<file path="config.mk">
export PLATFORM = sky130hd
export DESIGN_NAME = mac_instr_sequencer
export DESIGN_NICKNAME = d
export VERILOG_FILES = /design/src/rtl/mac_seq_pkg.sv /design/src/rtl/mac_seq_buffer.sv /design/src/rtl/mac_instr_sequencer.sv
export SDC_FILE = /design/constraint.sdc
export NUM_CORES = 1
export LEC_CHECK = 0
export CORE_MARGIN = 2
export CORE_UTILIZATION = 45
export DETAILED_ROUTE_END_ITERATION = 8
export DONT_BUFFER_PORTS = 1
export PLACE_DENSITY_LB_ADDON = 0.2
export SETUP_SLACK_MARGIN = 0.1
export SLEW_MARGIN = 25
export SYNTH_ARGS = -nofsm -noshare
export SYNTH_HDL_FRONTEND = slang
export SYNTH_SLANG_ARGS = --single-unit
</file>
<file path="constraint.sdc">
create_clock -name clk -period 6.9 [get_ports clk]
set_input_delay 2.07 -clock clk [delete_from_list [all_inputs] [get_ports clk]]
set_output_delay 2.07 -clock clk [all_outputs]
set_load 0.005 [all_outputs]
</file>
<file path="src/rtl/mac_seq_pkg.sv">
// Shared types and constants for the MAC instruction sequencer.
package mac_seq_pkg;

  // Instruction opcode carried in bits [7:6] of each program byte
  typedef enum logic [1:0] {
    NOP    = 2'b00,
    LOAD_A = 2'b01,
    LOAD_B = 2'b10,
    MAC    = 2'b11
  } opcode_e;

  // An all-zero byte terminates a playback pass and is never forwarded
  localparam logic [7:0] HALT_BYTE = 8'h00;

  typedef enum logic [1:0] {
    IDLE = 2'b00,
    RUN  = 2'b01,
    DONE = 2'b10
  } state_e;

endpackage

</file>
<file path="src/rtl/mac_seq_buffer.sv">
// Program buffer: DEPTH x 8 register array, append-only write index
// (equal to prog_len), and two asynchronous read ports (entry 0 and a
// selectable entry).
module mac_seq_buffer
  import mac_seq_pkg::*;
#(
  parameter  int unsigned DEPTH = 16,
  localparam int unsigned AW    = $clog2(DEPTH)
) (
  input  logic          clk,
  input  logic          rst,
  input  logic          wr_en,
  input  logic [7:0]    wr_data,
  input  logic          clr,
  input  logic [AW-1:0] rd_addr,
  output logic [7:0]    rd_data,
  output logic [7:0]    head_data,
  output logic [AW:0]   prog_len
);

  logic [7:0] mem_q [DEPTH];
  logic [7:0] mem_d [DEPTH];
  logic [AW:0] len_q;
  logic [AW:0] len_d;

  // Next contents: clear wins over append; caller guarantees no write when full
  always_comb begin
    mem_d = mem_q;
    len_d = len_q;
    if (clr) begin
      len_d = '0;
    end else if (wr_en) begin
      mem_d[len_q[AW-1:0]] = wr_data;
      len_d                = len_q + (AW+1)'(1);
    end
  end

  // Storage and length registers
  always_ff @(posedge clk) begin
    if (rst) begin
      len_q <= '0;
    end else begin
      len_q <= len_d;
      mem_q <= mem_d;
    end
  end

  assign rd_data   = mem_q[rd_addr];
  assign head_data = mem_q[0];
  assign prog_len  = len_q;

endmodule

</file>
<file path="src/rtl/mac_instr_sequencer.sv">
// MAC instruction sequencer: captures a program of instruction bytes and
// streams them to the MAC over valid/ready. Optional feature macro
// MAC_SEQ_LOOP_EN replays the program loop_cnt+1 times back-to-back.
module mac_instr_sequencer
  import mac_seq_pkg::*;
#(
  parameter  int unsigned DEPTH = 16,
  localparam int unsigned AW    = $clog2(DEPTH)
) (
  input  logic        clk,
  input  logic        rst,
  input  logic        wr_valid,
  input  logic [7:0]  wr_data,
  output logic        wr_ready,
  input  logic        clear,
  input  logic        start,
  input  logic        abort,
  input  logic [3:0]  loop_cnt,
  output logic        instr_valid,
  output logic [7:0]  instr_data,
  input  logic        instr_ready,
  output logic        busy,
  output logic        done,
  output logic [AW:0] prog_len
);

  state_e      state_q, state_d;
  logic [AW:0] ptr_q, ptr_d;
  logic [3:0]  loops_q, loops_d;
  logic [7:0]  data_q, data_d;
  logic        valid_q, valid_d;
  logic        busy_q, busy_d;
  logic        done_q, done_d;

  logic [AW:0]   nxt_ptr_c;
  logic [AW-1:0] rd_addr_c;
  logic [7:0]    rd_data_c;
  logic [7:0]    head_c;
  logic [AW:0]   prog_len_c;
  logic          end_pass_c;
  logic          wr_ready_c;
  logic          buf_wr_en_c;
  logic          buf_clr_c;
  logic [3:0]    loop_init_c;

`ifdef MAC_SEQ_LOOP_EN
  assign loop_init_c = loop_cnt;
`else
  logic unused_loop_c;
  assign loop_init_c   = 4'd0;
  assign unused_loop_c = ^loop_cnt;
`endif

  mac_seq_buffer #(.DEPTH(DEPTH)) u_buf (
    .clk      (clk),
    .rst      (rst),
    .wr_en    (buf_wr_en_c),
    .wr_data  (wr_data),
    .clr      (buf_clr_c),
    .rd_addr  (rd_addr_c),
    .rd_data  (rd_data_c),
    .head_data(head_c),
    .prog_len (prog_len_c)
  );

  // Next-state, lookahead read and buffer control
  always_comb begin
    state_d     = state_q;
    ptr_d       = ptr_q;
    loops_d     = loops_q;
    data_d      = data_q;
    valid_d     = 1'b0;
    busy_d      = 1'b0;
    done_d      = 1'b0;
    buf_wr_en_c = 1'b0;
    buf_clr_c   = 1'b0;
    nxt_ptr_c   = ptr_q + (AW+1)'(1);
    rd_addr_c   = nxt_ptr_c[AW-1:0];
    end_pass_c  = (nxt_ptr_c == prog_len_c) || (rd_data_c == HALT_BYTE);
    wr_ready_c  = !rst && (state_q == IDLE) && !start && !clear &&
                  (prog_len_c != (AW+1)'(DEPTH));
    case (state_q)
      IDLE: begin
        if (start) begin
          ptr_d   = '0;
          loops_d = loop_init_c;
          if ((prog_len_c == '0) || (head_c == HALT_BYTE)) begin
            state_d = DONE;
            done_d  = 1'b1;
          end else begin
            state_d = RUN;
            valid_d = 1'b1;
            busy_d  = 1'b1;
            data_d  = head_c;
          end
        end else if (clear) begin
          buf_clr_c = 1'b1;
        end else begin
          buf_wr_en_c = wr_valid && wr_ready_c;
        end
      end
      RUN: begin
        valid_d = 1'b1;
        busy_d  = 1'b1;
        if (abort) begin
          state_d = IDLE;
          valid_d = 1'b0;
          busy_d  = 1'b0;
        end else if (instr_ready) begin
          if (!end_pass_c) begin
            ptr_d  = nxt_ptr_c;
            data_d = rd_data_c;
          end else if (loops_q != 4'd0) begin
            loops_d = loops_q - 4'd1;
            ptr_d   = '0;
            data_d  = head_c;
          end else begin
            state_d = DONE;
            valid_d = 1'b0;
            busy_d  = 1'b0;
            done_d  = 1'b1;
          end
        end
      end
      DONE:    state_d = IDLE;
      default: state_d = IDLE;
    endcase
  end

  // State, pointer, loop counter and output registers
  always_ff @(posedge clk) begin
    if (rst) begin
      state_q <= IDLE;
      ptr_q   <= '0;
      loops_q <= '0;
      data_q  <= '0;
      valid_q <= 1'b0;
      busy_q  <= 1'b0;
      done_q  <= 1'b0;
    end else begin
      state_q <= state_d;
      ptr_q   <= ptr_d;
      loops_q <= loops_d;
      data_q  <= data_d;
      valid_q <= valid_d;
      busy_q  <= busy_d;
      done_q  <= done_d;
    end
  end

  assign wr_ready    = wr_ready_c;
  assign instr_valid = valid_q;
  assign instr_data  = data_q;
  assign busy        = busy_q;
  assign done        = done_q;
  assign prog_len    = prog_len_c;

endmodule

</file>
# After elaboration in Yosys (flattened, before gate mapping)
# Index checks and enable logic that the tools add are counted.
# classes
n_addsub,3
magnitude_cmp,3
eq_ne,13
muxes,52
bitwise_logic,4
n_reduce_logical,23
# ops
cell,count
bitwise mux 128 bit,1
2-to-1 mux 8 bit,9
binary-select mux 8 bit (select 4 bit),1
demux 8 bit (select 4 bit),1
2-to-1 mux 5 bit,5
2-to-1 mux 4 bit,5
2-to-1 mux 1 bit,18
logical NOT 8 bit,2
case mux 8 bit (2 select lines),1
2-to-1 mux 2 bit,6
"!= test 2 bit, second input constant",6
"!= test 3 bit, second input constant",4
AND reduction 6 bit,2
"adder 5 x 1 -> 5 bit, second input constant",2
">= comparator 5 bit, second input constant",2
inverter 4 -> 5 bit,2
case mux 5 bit (2 select lines),1
case mux 4 bit (2 select lines),1
logical AND 1 bit,6
== test 5 bit,1
logical NOT 5 bit,1
"< comparator 5 x 1 -> 1 bit, second input constant",1
"!= test 5 bit, second input constant",1
AND reduction 5 bit,1
other kinds (13),18
# word_totals
reg_bits,154
out_inout_bits,17
word_cells,121

# Logic depth before layout (Yosys ltp)
# logic_depth
ltp_word,11
ltp_mapped,12
mapped_depth_nobuf,9

# Hierarchy
# Synthesis repeated with hierarchy kept, for this count alone.
# unflattened
cells_unflattened,405
hier_area_um2,6713.9
# modules_own_cells
mod,n_inst,cells_per_inst,area_per_inst_um2,seq_area_each_um2
mac_seq_buffer,1,260,5313.8,3943.8
mac_instr_sequencer,1,145,1400.1,420.4

# Worst setup path before layout
# No wires, ideal clock.
# synth_path
kind,input-to-output
startpoint,in start
endpoint,out wr_ready
arrival_ns,2.910
slack_ns,1.920
stages,2
path_buffers,0
cell_sequence,or3_1 -> a2111oi_0
# synth_between
elab_chain_len,4
# synth_lines
item,line_no,text
"start, declared",mac_instr_sequencer.sv:16,"input logic start,"
logical NOT 1 bit,mac_instr_sequencer.sv:80,wr_ready_c = !rst && (state_q == IDLE) && !start && !clear &&
logical AND 1 bit (3 in a row),mac_instr_sequencer.sv:80,
"end, declared",mac_instr_sequencer.sv:14,"output logic wr_ready,"
# No other way between the ends.

# Worst setup path after layout
# Same ends and word-level chain as after synthesis.

==> impl_metrics.ini <==
[sta]
fin_crit_ps = 5070
clock_skew_ps = 9.09
final_hold_viol_count = 0
relSlewSlack = 0.333
worst_slew_pin_slew_ps = 1000
fin_crit_sh = 0.735
fmaxAchievable_mhz = 197
maxSlewViolCount = 0
setup_viol = 0
tns_ps = 0
rsz0062_at_grt = no

[yosys]
syn_area_um2 = 6750
yosys.area.top_type = edfxtp_1
muxShareOfSynthArea = 0.177
synthFlopType = edfxtp_1
synth_top_area_frac = 0.569
synth-seq-cells = 154
synth_top_family_by_area = multiplexers
synth_xor_xnor_area_share = 0.0228
synth-compound-area-share = 0.0408
synth_fa_ha_area_frac = 0.0130
ys_seq_area_frac = 0.646
syn_inst = 438
yosysMostFrequentCell = edfxtp_1
ys_types = 50
async_flop_share = 0
yosys-top-cells-area = edfxtp_1 (57%), mux2i_1 (11%), dfxtp_1 (7.7%)
avgSynthCellArea_um2 = 15.4
synth_edf_count = 128
ys_top_cells_by_count = edfxtp_1 (128), mux2i_1 (73), dfxtp_1 (26)
synth-simple-area-share = 0.0693
synth_nets = 464
synth_warnings = 0

[cells_and_area]
multi_input_area_um2 = 2200
seq_area_um2 = 4370
final_cells = 636
area.growth.synth_to_final_pct = 10.0
drive_gt1_frac = 0.142
fill_cells = 1193
postLayoutCoreUtil = 0.509
fin_nets = 466
antenna_cells = 0

[place]
hpwl_um = 9340
port_buffers = 0
dp.cells = 605
routabilityCongestion = 0.775

[flow_run]
drv_cap = 0

[route]
vias = 3556
drtAntennaViolNets = 0
via_per_inst = 5.59
drt_iter0_markers = 276
drc = 0
drtPass1Iterations = 5
route.detailed.wl_per_inst_um = 21.2
wirelength_um = 13500

[critical_path]
path_delay_family = compound AO/OA/AOI/OAI gates
crit_cells = 2
r2r_cells = 8
worstReg2RegEnd = ptr_q[4]
crit_chain = or3_1 > a2111oi_0
r2r-start = ptr_q[1]
crit_path_max_incr_delay_ps = 620
worstSetupPathType = in -> out
endpoint = wr_ready
crit_fanout = 3
cp_slowest_cell = a2111oi_0
reg2reg_slack_ps = 3020
critPathLaunch = start
required_ps = 4830
crit_path_start_kind = primary input
critPathBufInv = 0
worstPathArrival_ps = 3000
endpoint_kind = output pin

[worst_hold_path]
holdPathStages = 2
hp-class = reg -> reg

[floorplanning]
dieWidth_um = 127
dieArea_um2 = 16000
io_pins = 36
start_util = 0.463
core_area_um2 = 14600
rows = 44
die_y_um = 127

[global_route]
grt_overflow = 0
grt_max_degree = 45
grt_pass1_wl_um = 21100
antenna_found_initial = 0
grt_pass1_vias = 3632
grt_use_total = 0.180

[cts]
clk_latency_ps = 430
path_clk_slew_ps = 60
clock_path_buffers = 2
cts_made_buffers = 17
clockRootBuffer = clkbuf_16
ctsHoldBuffers = 0
cts_tree = yes
cts.sinks = 154
cts.htree.levels = 4
post_cts_buffers = 0
post_cts_resized = 0

[power_and_ir_drop]
power_density_nw_per_um2 = 259
vdd_drop_max_mv = 0.177
power_leakage_nw = 2.39
power_mw = 1.93

[run_status]
status = completed
[kinds of logic (layout without fill, tap and decap cells)]
group / count (synthesis) / count (layout)
DFF: 154 / 154
muxes: 97 / 97
and+or+nand+nor: 87 / 87
AOI/OAI and AO/OA: 40 / 40
buffers and inverters: 38 / 52
xor gates and xnor gates: 15 / 15
adders and majority gates: 7 / 7
[power breakdown]
group          internal, mW  switching (mW)  total (mW)  leakage [nW]
combinational        0.0239          0.0320      0.0559         0.765
sequential             1.01         0.00645        1.02          1.36
clock                 0.465           0.385       0.851         0.261
total                  1.50           0.424        1.93          2.39
[worst register-to-register path, cell delays in order, from the launching register on]
cell	delay [ps]
dfxtp_1	330
ha_2	990
mux2i_1	280
mux4_1	640
and4_1	270
a211o_1	490
and2_4	260
or4_1	400
o2bb2ai_1	150
[layer usage]
| layer | vias up | part of all wire | GRT usage |
|---|---|---|---|
| met5 | - | 0 | 0 |
| met4 | 0 | 0.017 | 0.0653 |
| met3 | 20 | 0.048 | 0.0582 |
| met2 | 88 | 0.45 | 0.272 |
| met1 | 1760 | 0.48 | 0.246 |
| li1 | 1688 | - | - |
[final cells by class]
cell class / count / area share
clock buffers: 17 / 0.0573
clock inverters: 14 / 0.0153
inverters: 16 / 0.00808
multi-input cells: 246 / 0.296
flip-flops and latches: 154 / 0.588
well taps: 184 / 0.0310
repair buffers: 5 / 0.00505
[flip-flops by register name (all words and copies together) (netlist names)]
name / cells
u_buf.mem_q: 120
u_buf.prog_len: 5
instr_data: 8
busy: 1
u_buf.head_data: 8
done: 1
state_q: 2
loops_q: 4
ptr_q: 5
[placed cells by master (no fill, tap or decap), types with 2 or more instances in the layout]
cell type and n:
a21oi_2 2, nor3_2 3, and2_1 3, mux2i_1 73
o21ai_0 4, a211o_1 3, and4_4 2, nand2_1 12
nor2_1 22, edfxtp_1 128, and4_1 2, nor3b_1 2
xnor2_1 8, o32ai_1 2, nor3_1 10, inv_1 16
inv_6 6, a211oi_1 8, or3_1 4, nor2b_1 9
clkbuf_16 17, mux4_1 3, clkinv_4 3, mux4_2 13
clkinvlp_4 2, xor2_1 4, nor4_1 2, nand3_1 3
dfxtp_1 25, and3_1 3, mux2_1 8, ha_1 6
nand2b_1 2, or2_2 2, a21oi_1 12, a31o_2 2
buf_4 5, nand4_1 3
[per-stage QoR]
step | hold slack [ps] | cell area [µm²] | setup WS, ps
2_1_floorplan | 445 | 6750 | 1920
3_3_place_gp | 452 | 6870 | 1830
3_5_place_dp | 457 | 6880 | 1840
4_1_cts | 465 | 7420 | 1830
5_1_grt | 505 | 7430 | 1810
6_report | 462 | 7430 | 1830
[worst min-delay path by stage]
stage / start / endpoint
2_1_floorplan: loops_q[1] / loops_q[1]
3_3_place_gp: loops_q[1] / loops_q[1]
3_5_place_dp: loops_q[1] / loops_q[1]
4_1_cts: loops_q[1] / loops_q[1]
5_1_grt: loops_q[1] / loops_q[1]
6_report: loops_q[1] / loops_q[1]
Note: power is estimated with default switching activity, not from simulation.
